### src/rtl/if_fetch_unit_if.sv
// Bus bundle between the instruction fetch unit and its neighbours.
//   Memory-controller side : if_request_o, if_addr_o (fetch -> ctrl),
//                            if_grant_i, mem_din_i (ctrl -> fetch)
//   Branch redirect        : jump_i, jump_addr_i (core -> fetch)
//   IF/ID side             : stall_i (IF/ID -> fetch),
//                            inst_valid_o, inst_o, inst_pc_o (fetch -> IF/ID)
// The master modport is taken by the fetch unit, the slave modport by its environment.
interface if_fetch_unit_if;
    logic        if_request_o;
    logic [31:0] if_addr_o;
    logic        if_grant_i;
    logic [7:0]  mem_din_i;

    logic        jump_i;
    logic [31:0] jump_addr_i;

    logic        stall_i;
    logic        inst_valid_o;
    logic [31:0] inst_o;
    logic [31:0] inst_pc_o;

    modport master (
        output if_request_o,
        output if_addr_o,
        input  if_grant_i,
        input  mem_din_i,
        input  jump_i,
        input  jump_addr_i,
        input  stall_i,
        output inst_valid_o,
        output inst_o,
        output inst_pc_o
    );

    modport slave (
        input  if_request_o,
        input  if_addr_o,
        output if_grant_i,
        output mem_din_i,
        output jump_i,
        output jump_addr_i,
        output stall_i,
        input  inst_valid_o,
        input  inst_o,
        input  inst_pc_o
    );
endinterface

### src/rtl/if_fetch_unit.sv
// Instruction fetch unit.
// Requests one instruction byte per granted cycle from the memory controller, assembles four
// bytes little-endian into a 32-bit instruction and holds it for IF/ID until accepted.
// Ports:
//   clk   - system clock, rising-edge
//   rst_n - synchronous active-low reset
//   rdy   - global ready; low freezes everything except capture of an in-flight byte
//   bus   - if_fetch_unit_if.master: memory request/grant/data, redirect, IF/ID handshake
module if_fetch_unit #(
    parameter logic [31:0] RESET_PC = 32'h0000_0000
) (
    input  logic             clk,
    input  logic             rst_n,
    input  logic             rdy,
    if_fetch_unit_if.master  bus
);

    typedef enum logic [0:0] {StFetch, StHold} state_e;

    state_e      state_q, state_d;
    logic [31:0] pc_q, pc_d;
    logic [2:0]  issue_idx_q, issue_idx_d;
    logic        pend_q, pend_d;
    logic [1:0]  pend_idx_q, pend_idx_d;
    logic [23:0] buf_q, buf_d;
    logic [31:0] inst_q, inst_d;
    logic [31:0] inst_pc_q, inst_pc_d;
    logic        valid_q, valid_d;

    logic req;
    logic issue;
    logic accept;
    logic redirect;
    logic capture;

    // State register
    always_ff @(posedge clk) begin
        if (!rst_n) begin
            state_q     <= StFetch;
            pc_q        <= RESET_PC;
            issue_idx_q <= 3'd0;
            pend_q      <= 1'b0;
            pend_idx_q  <= 2'd0;
            buf_q       <= 24'd0;
            inst_q      <= 32'd0;
            inst_pc_q   <= 32'd0;
            valid_q     <= 1'b0;
        end else begin
            state_q     <= state_d;
            pc_q        <= pc_d;
            issue_idx_q <= issue_idx_d;
            pend_q      <= pend_d;
            pend_idx_q  <= pend_idx_d;
            buf_q       <= buf_d;
            inst_q      <= inst_d;
            inst_pc_q   <= inst_pc_d;
            valid_q     <= valid_d;
        end
    end

    // Next-state logic
    always_comb begin
        state_d     = state_q;
        pc_d        = pc_q;
        issue_idx_d = issue_idx_q;
        // A pending byte is always consumed (captured or discarded) on the following edge.
        pend_d      = 1'b0;
        pend_idx_d  = pend_idx_q;
        buf_d       = buf_q;
        inst_d      = inst_q;
        inst_pc_d   = inst_pc_q;
        valid_d     = valid_q;

        issue    = req && bus.if_grant_i;
        accept   = valid_q && !bus.stall_i;
        redirect = rdy && bus.jump_i;
        // Capture is independent of rdy; a redirect throws the in-flight byte away.
        capture  = pend_q && !redirect;

        if (capture) begin
            unique case (pend_idx_q)
                2'd0: buf_d[7:0]   = bus.mem_din_i;
                2'd1: buf_d[15:8]  = bus.mem_din_i;
                2'd2: buf_d[23:16] = bus.mem_din_i;
                2'd3: begin
                    inst_d    = {bus.mem_din_i, buf_q};
                    inst_pc_d = pc_q;
                    valid_d   = 1'b1;
                    state_d   = StHold;
                end
                default: ;
            endcase
        end

        if (issue) begin
            issue_idx_d = issue_idx_q + 3'd1;
            pend_d      = 1'b1;
            pend_idx_d  = issue_idx_q[1:0];
        end

        if (rdy && (state_q == StHold) && accept) begin
            pc_d        = pc_q + 32'd4;
            valid_d     = 1'b0;
            issue_idx_d = 3'd0;
            state_d     = StFetch;
        end

        // Redirect overrides everything above; an acceptance in the same cycle still counts.
        if (redirect) begin
            pc_d        = bus.jump_addr_i;
            state_d     = StFetch;
            issue_idx_d = 3'd0;
            pend_d      = 1'b0;
            valid_d     = 1'b0;
        end
    end

    // Output logic
    always_comb begin
        // Gated by rst_n so no request leaks out while reset is held.
        req = rst_n && rdy && (state_q == StFetch) && (issue_idx_q < 3'd4);

        bus.if_request_o = req;
        bus.if_addr_o    = pc_q + {29'd0, issue_idx_q};
        bus.inst_valid_o = valid_q;
        bus.inst_o       = inst_q;
        bus.inst_pc_o    = inst_pc_q;
    end

endmodule

### src/flat_wrapper.sv
// flat-port wrapper written by rule: the top's interface ports become plain ports
module if_fetch_unit_flat 
#(
    parameter logic [31:0] RESET_PC = 32'h0000_0000
)
  (clk, rst_n, rdy, bus_if_request_o, bus_if_addr_o, bus_if_grant_i, bus_mem_din_i, bus_jump_i, bus_jump_addr_i, bus_stall_i, bus_inst_valid_o, bus_inst_o, bus_inst_pc_o);
  if_fetch_unit_if bus_i ();
  input  logic clk;
  input  logic rst_n;
  input  logic rdy;
  output wire logic [$bits(bus_i.if_request_o)-1:0] bus_if_request_o;
  output wire logic [$bits(bus_i.if_addr_o)-1:0] bus_if_addr_o;
  input wire logic [$bits(bus_i.if_grant_i)-1:0] bus_if_grant_i;
  input wire logic [$bits(bus_i.mem_din_i)-1:0] bus_mem_din_i;
  input wire logic [$bits(bus_i.jump_i)-1:0] bus_jump_i;
  input wire logic [$bits(bus_i.jump_addr_i)-1:0] bus_jump_addr_i;
  input wire logic [$bits(bus_i.stall_i)-1:0] bus_stall_i;
  output wire logic [$bits(bus_i.inst_valid_o)-1:0] bus_inst_valid_o;
  output wire logic [$bits(bus_i.inst_o)-1:0] bus_inst_o;
  output wire logic [$bits(bus_i.inst_pc_o)-1:0] bus_inst_pc_o;
  assign bus_if_request_o = bus_i.if_request_o;
  assign bus_if_addr_o = bus_i.if_addr_o;
  assign bus_i.if_grant_i = bus_if_grant_i;
  assign bus_i.mem_din_i = bus_mem_din_i;
  assign bus_i.jump_i = bus_jump_i;
  assign bus_i.jump_addr_i = bus_jump_addr_i;
  assign bus_i.stall_i = bus_stall_i;
  assign bus_inst_valid_o = bus_i.inst_valid_o;
  assign bus_inst_o = bus_i.inst_o;
  assign bus_inst_pc_o = bus_i.inst_pc_o;
  if_fetch_unit #(.RESET_PC(RESET_PC)) u_core (.clk(clk), .rst_n(rst_n), .rdy(rdy), .bus(bus_i));
endmodule
### config.mk
export PLATFORM = sky130hd
export DESIGN_NAME = if_fetch_unit_flat
export DESIGN_NICKNAME = d
export VERILOG_FILES = /design/src/rtl/if_fetch_unit_if.sv /design/src/rtl/if_fetch_unit.sv /design/src/flat_wrapper.sv
export SDC_FILE = /design/constraint.sdc
export NUM_CORES = 1
export LEC_CHECK = 0
export CAP_MARGIN = 40
export CORE_MARGIN = 2
export CORE_UTILIZATION = 50
export DETAILED_ROUTE_END_ITERATION = 8
export PLACE_DENSITY = 0.83
export SYNTH_ARGS = -nofsm -noshare
export SYNTH_HDL_FRONTEND = slang
export SYNTH_SLANG_ARGS = --single-unit
### constraint.sdc
create_clock -name clk -period 3.1 [get_ports clk]
set_input_delay 0.93 -clock clk [delete_from_list [all_inputs] [get_ports clk]]
set_output_delay 0.93 -clock clk [all_outputs]
set_load 0.01 [all_outputs]
==> out/qor.yml <==
place:
  io_buffer_count: 143
  place.gp.congestion: 0.8656
  placed_area_sq_mm: 0.007859
  dp_slack_ns: -0.2012
  hpwlAfterDp_um: 12890
worst_setup_path:
  startpoint_type: "flop"
  crit_path_end_kind: "output pin"
  path_buf_inv: 4
  critPathMaxStageDelay_ns: 0.37
  crit_arrival_ns: 2.32
  path_max_fanout: 5
  required_ns: 2.17
  critPathKind: "reg2out"
  cp_cell_sequence: "ha_4, fa_2, a21oi_2, buf_6, nor4_4, buf_4, buf_6, nand3_4, xnor2_2, buf_2"
  crit_top_cell: "buf_6"
  cp_slowest_cell: "fa_2"
  cp_top_family: "buffers and inverters"
grt:
  use_met3_pct: 6.695
  grt_start_max_net_pins: 48
  grtUsageMet1_pct: 34.62
  met2_usage_pct: 49.54
  grt_pass1_vias: 5883
  grt_usage_pct: 29.44
  top_usage_layer: "met2"
  grt_pass1_wl_um: 29440
  gr-total-overflow: 0
  antenna_found_initial: 0
yosys:
  ys_types: 58
  synth_cells: 726
  avgSynthCellArea_sq_um: 8.274
  synth-warning-count: 0
  syn_area_sq_mm: 0.006007
  synth_top_flop_cell: "dfxtp_1"
  syn-num-nets: 778
  synth_edf_count: 0
  yosysSeqAreaShare_pct: 42.32
  synth_top_cell_by_area: "dfxtp_1"
  synthTopCellsByArea: "dfxtp_1 (42%), nand2_1 (10%), a21boi_0 (4.4%)"
  synth_seq_cells: 127
  postSynth.asyncResetShare_pct: 0
  synth_top_area_share_pct: 42.32
clock_network:
  clkTransAtPathRegs_ns: 0.06
  htree_levels: 4
  cts-root-buf: "clkbuf_16"
  cts_tree: "built"
  cts_made_buffers: 17
  clock_sinks: 127
  cts_hold_buf: 0
  clock_latency_ns: 0.43
  cts.path.max_buffers: 2
layout:
  nNetsFinal: 953
  drive_above_1_share_pct: 20.24
  nFillCells: 886
  final_area_sq_mm: 0.008711
  final_cell_mix: "nand2_1 (163), dfxtp_1 (120), clkdlybuf4s50_1 (113), buf_4 (64), nor2_1 (51)"
  num_antenna_cells: 0
  final_common_cell: "nand2_1"
  syn_to_final_growth_pct: 45.01
detailed_routing:
  vias_per_cell: 5.775
  drtPass1Iterations: 6
  final_antenna_net_count: 0
  drc: 0
  vias: 6127
  drt_iter0_drc: 661
  drt_wl_total_um: 19200
  wl_per_cell_um: 18.10
die:
  dieArea_sq_mm: 0.01291
  die_x_um: 113.6
  core_area_sq_mm: 0.01186
  die_y_um: 113.6
  io_pins: 144
  row_count: 40
  start_util_pct: 50.64
timing:
  relSlewSlack_pct: 51.22
  setup_viol: 18
  period_needed_ns: 3.246
  layout_setup_ws_ns: -0.1464
  slew_viol_final: 0
  tightest_slew_ns: 0.7262
  timing.fmax_mhz: 308.0
  layout_worst_path_cycle_share_pct: 104.7
  fin_skew_ns: 0.005586
  hold_violations: 0
  rsz0062_at_grt: "true"
power_and_ir_drop:
  p_leak_nw: 3.450
  cellPowerDensity_mw_per_mm2: 468.7
  finalPower_mw: 4.083
  vdd_drop_max_mv: 0.3015
status:
  outcome: "finished with violations"
  violations: "setup timing"
job:
  maxCapViolCount: 0
min_path:
  hp-class: "reg2reg"
## registers in the layout (all words and copies together), names as in the netlist
signal	count
u_core.buf_q	24
u_core.bus.inst_o	32
u_core.bus.inst_pc_o	32
u_core.issue_idx_q	3
u_core.pc_q	32
u_core.pend_idx_q	2
u_core.pend_q	1
u_core.state_q	1
## synth_stat cells (3+ instances only)
cell and instances:
nand4_1 15, and3_1 3, nand2_1 168, o21ai_0 30
nor2_1 52, nor4_4 3, dfxtp_1 127, a21oi_1 51
xnor2_1 24, buf_1 5, and2_1 8, a21boi_0 35
o311ai_1 3, inv_1 4, a22oi_1 7, ha_1 5
buf_6 3, o21ai_1 3, mux2i_1 25, nor3_1 8
nand4_4 3, clkbuf_1 25, a31oi_1 5, buf_2 14
xor2_1 14, and4_1 4, or3_1 3, o211ai_1 4
nand3_1 24, nor2b_1 5, buf_4 9
## routing by layer
metal	wire length (um)	share of wire, %
met4	715	3.7
met5	0	0
met1	7507	39
met2	9451	49
met3	1524	7.9
## stage by stage
stage / hold slack [ns] / utilization [%] / std cells / setup TNS (ns)
floorplan: 0.4312 / - / 726 / 0
global placement: 0.4417 / 66.26 / 1022 / -0.3235
detailed placement: 0.4467 / 66.26 / 1022 / -1.054
global route: 0.4687 / 73.44 / 1061 / -1.988
CTS: 0.4539 / 71.73 / 1058 / -0.4971
finish: 0.4519 / 73.44 / 1061 / -0.9453
## what timing repair did
item,CTS,global route
cloned,1,0
hold endpoints to repair,0,0
pin swaps,11,21
buffers inserted,3,3
endpoints found under the setup margin,31,26
resized for setup,118,43
## worst paths after layout
path | startpoint | end | slack (ns) | cells after the start
max | u_core.pc_q[0]$_SDFFE_PN0P_ | bus_if_addr_o[16] | -0.15 | 10
max reg2reg | u_core.pc_q[3]$_SDFFE_PN0P_ | u_core.pc_q[28]$_SDFFE_PN0P_ | 0.90 | 7
min reg2reg | u_core.bus.inst_pc_o[24]$_SDFFE_PN0P_ | u_core.bus.inst_pc_o[24]$_SDFFE_PN0P_ | 0.45 | 2
min | u_core.bus.inst_pc_o[24]$_SDFFE_PN0P_ | u_core.bus.inst_pc_o[24]$_SDFFE_PN0P_ | 0.45 | 2
## worst reg2reg max path: cells and delay by family, from the launching register on
family,cells,cell delay [ns]
and+or+nand+nor,3,1.10
DFF,1,0.35
AOI/OAI and AO/OA,2,0.27
adders and majority gates,1,0.20
buffers and inverters,1,0.18
## layout make-up
class	instances	area, sq um	share of cell area, %
Clock inverter	9	157.7	1.810
Multi-Input combinational cell	536	3423	39.30
Inverter	4	15.01	0.1724
Tap cell	147	183.9	2.111
Sequential cell	127	2554	29.32
Clock buffer	23	467.9	5.372
Timing Repair Buffer	215	1909	21.92
## power breakdown
part,internal [mW],switching [mW]
registers,1.65,0.0238
clock network,1.39,0.730
logic,0.142,0.147
total,3.18,0.900
## logic make-up (layout without fill, tap and decap cells)
kind of cell / after synthesis / count (layout) / share of synthesized area, %
AO/OA/AOI/OAI: 151 / 151 / 15.50
adder cells (fa/ha/maj): 6 / 6 / 1.375
multiplexers: 25 / 25 / 4.166
buffers and inverters: 63 / 251 / 5.290
XOR/XNOR: 38 / 38 / 5.541
AND/OR/NAND/NOR: 316 / 316 / 25.81
flip-flops: 127 / 127 / 42.32
Note: power is estimated with default switching activity, not from simulation.
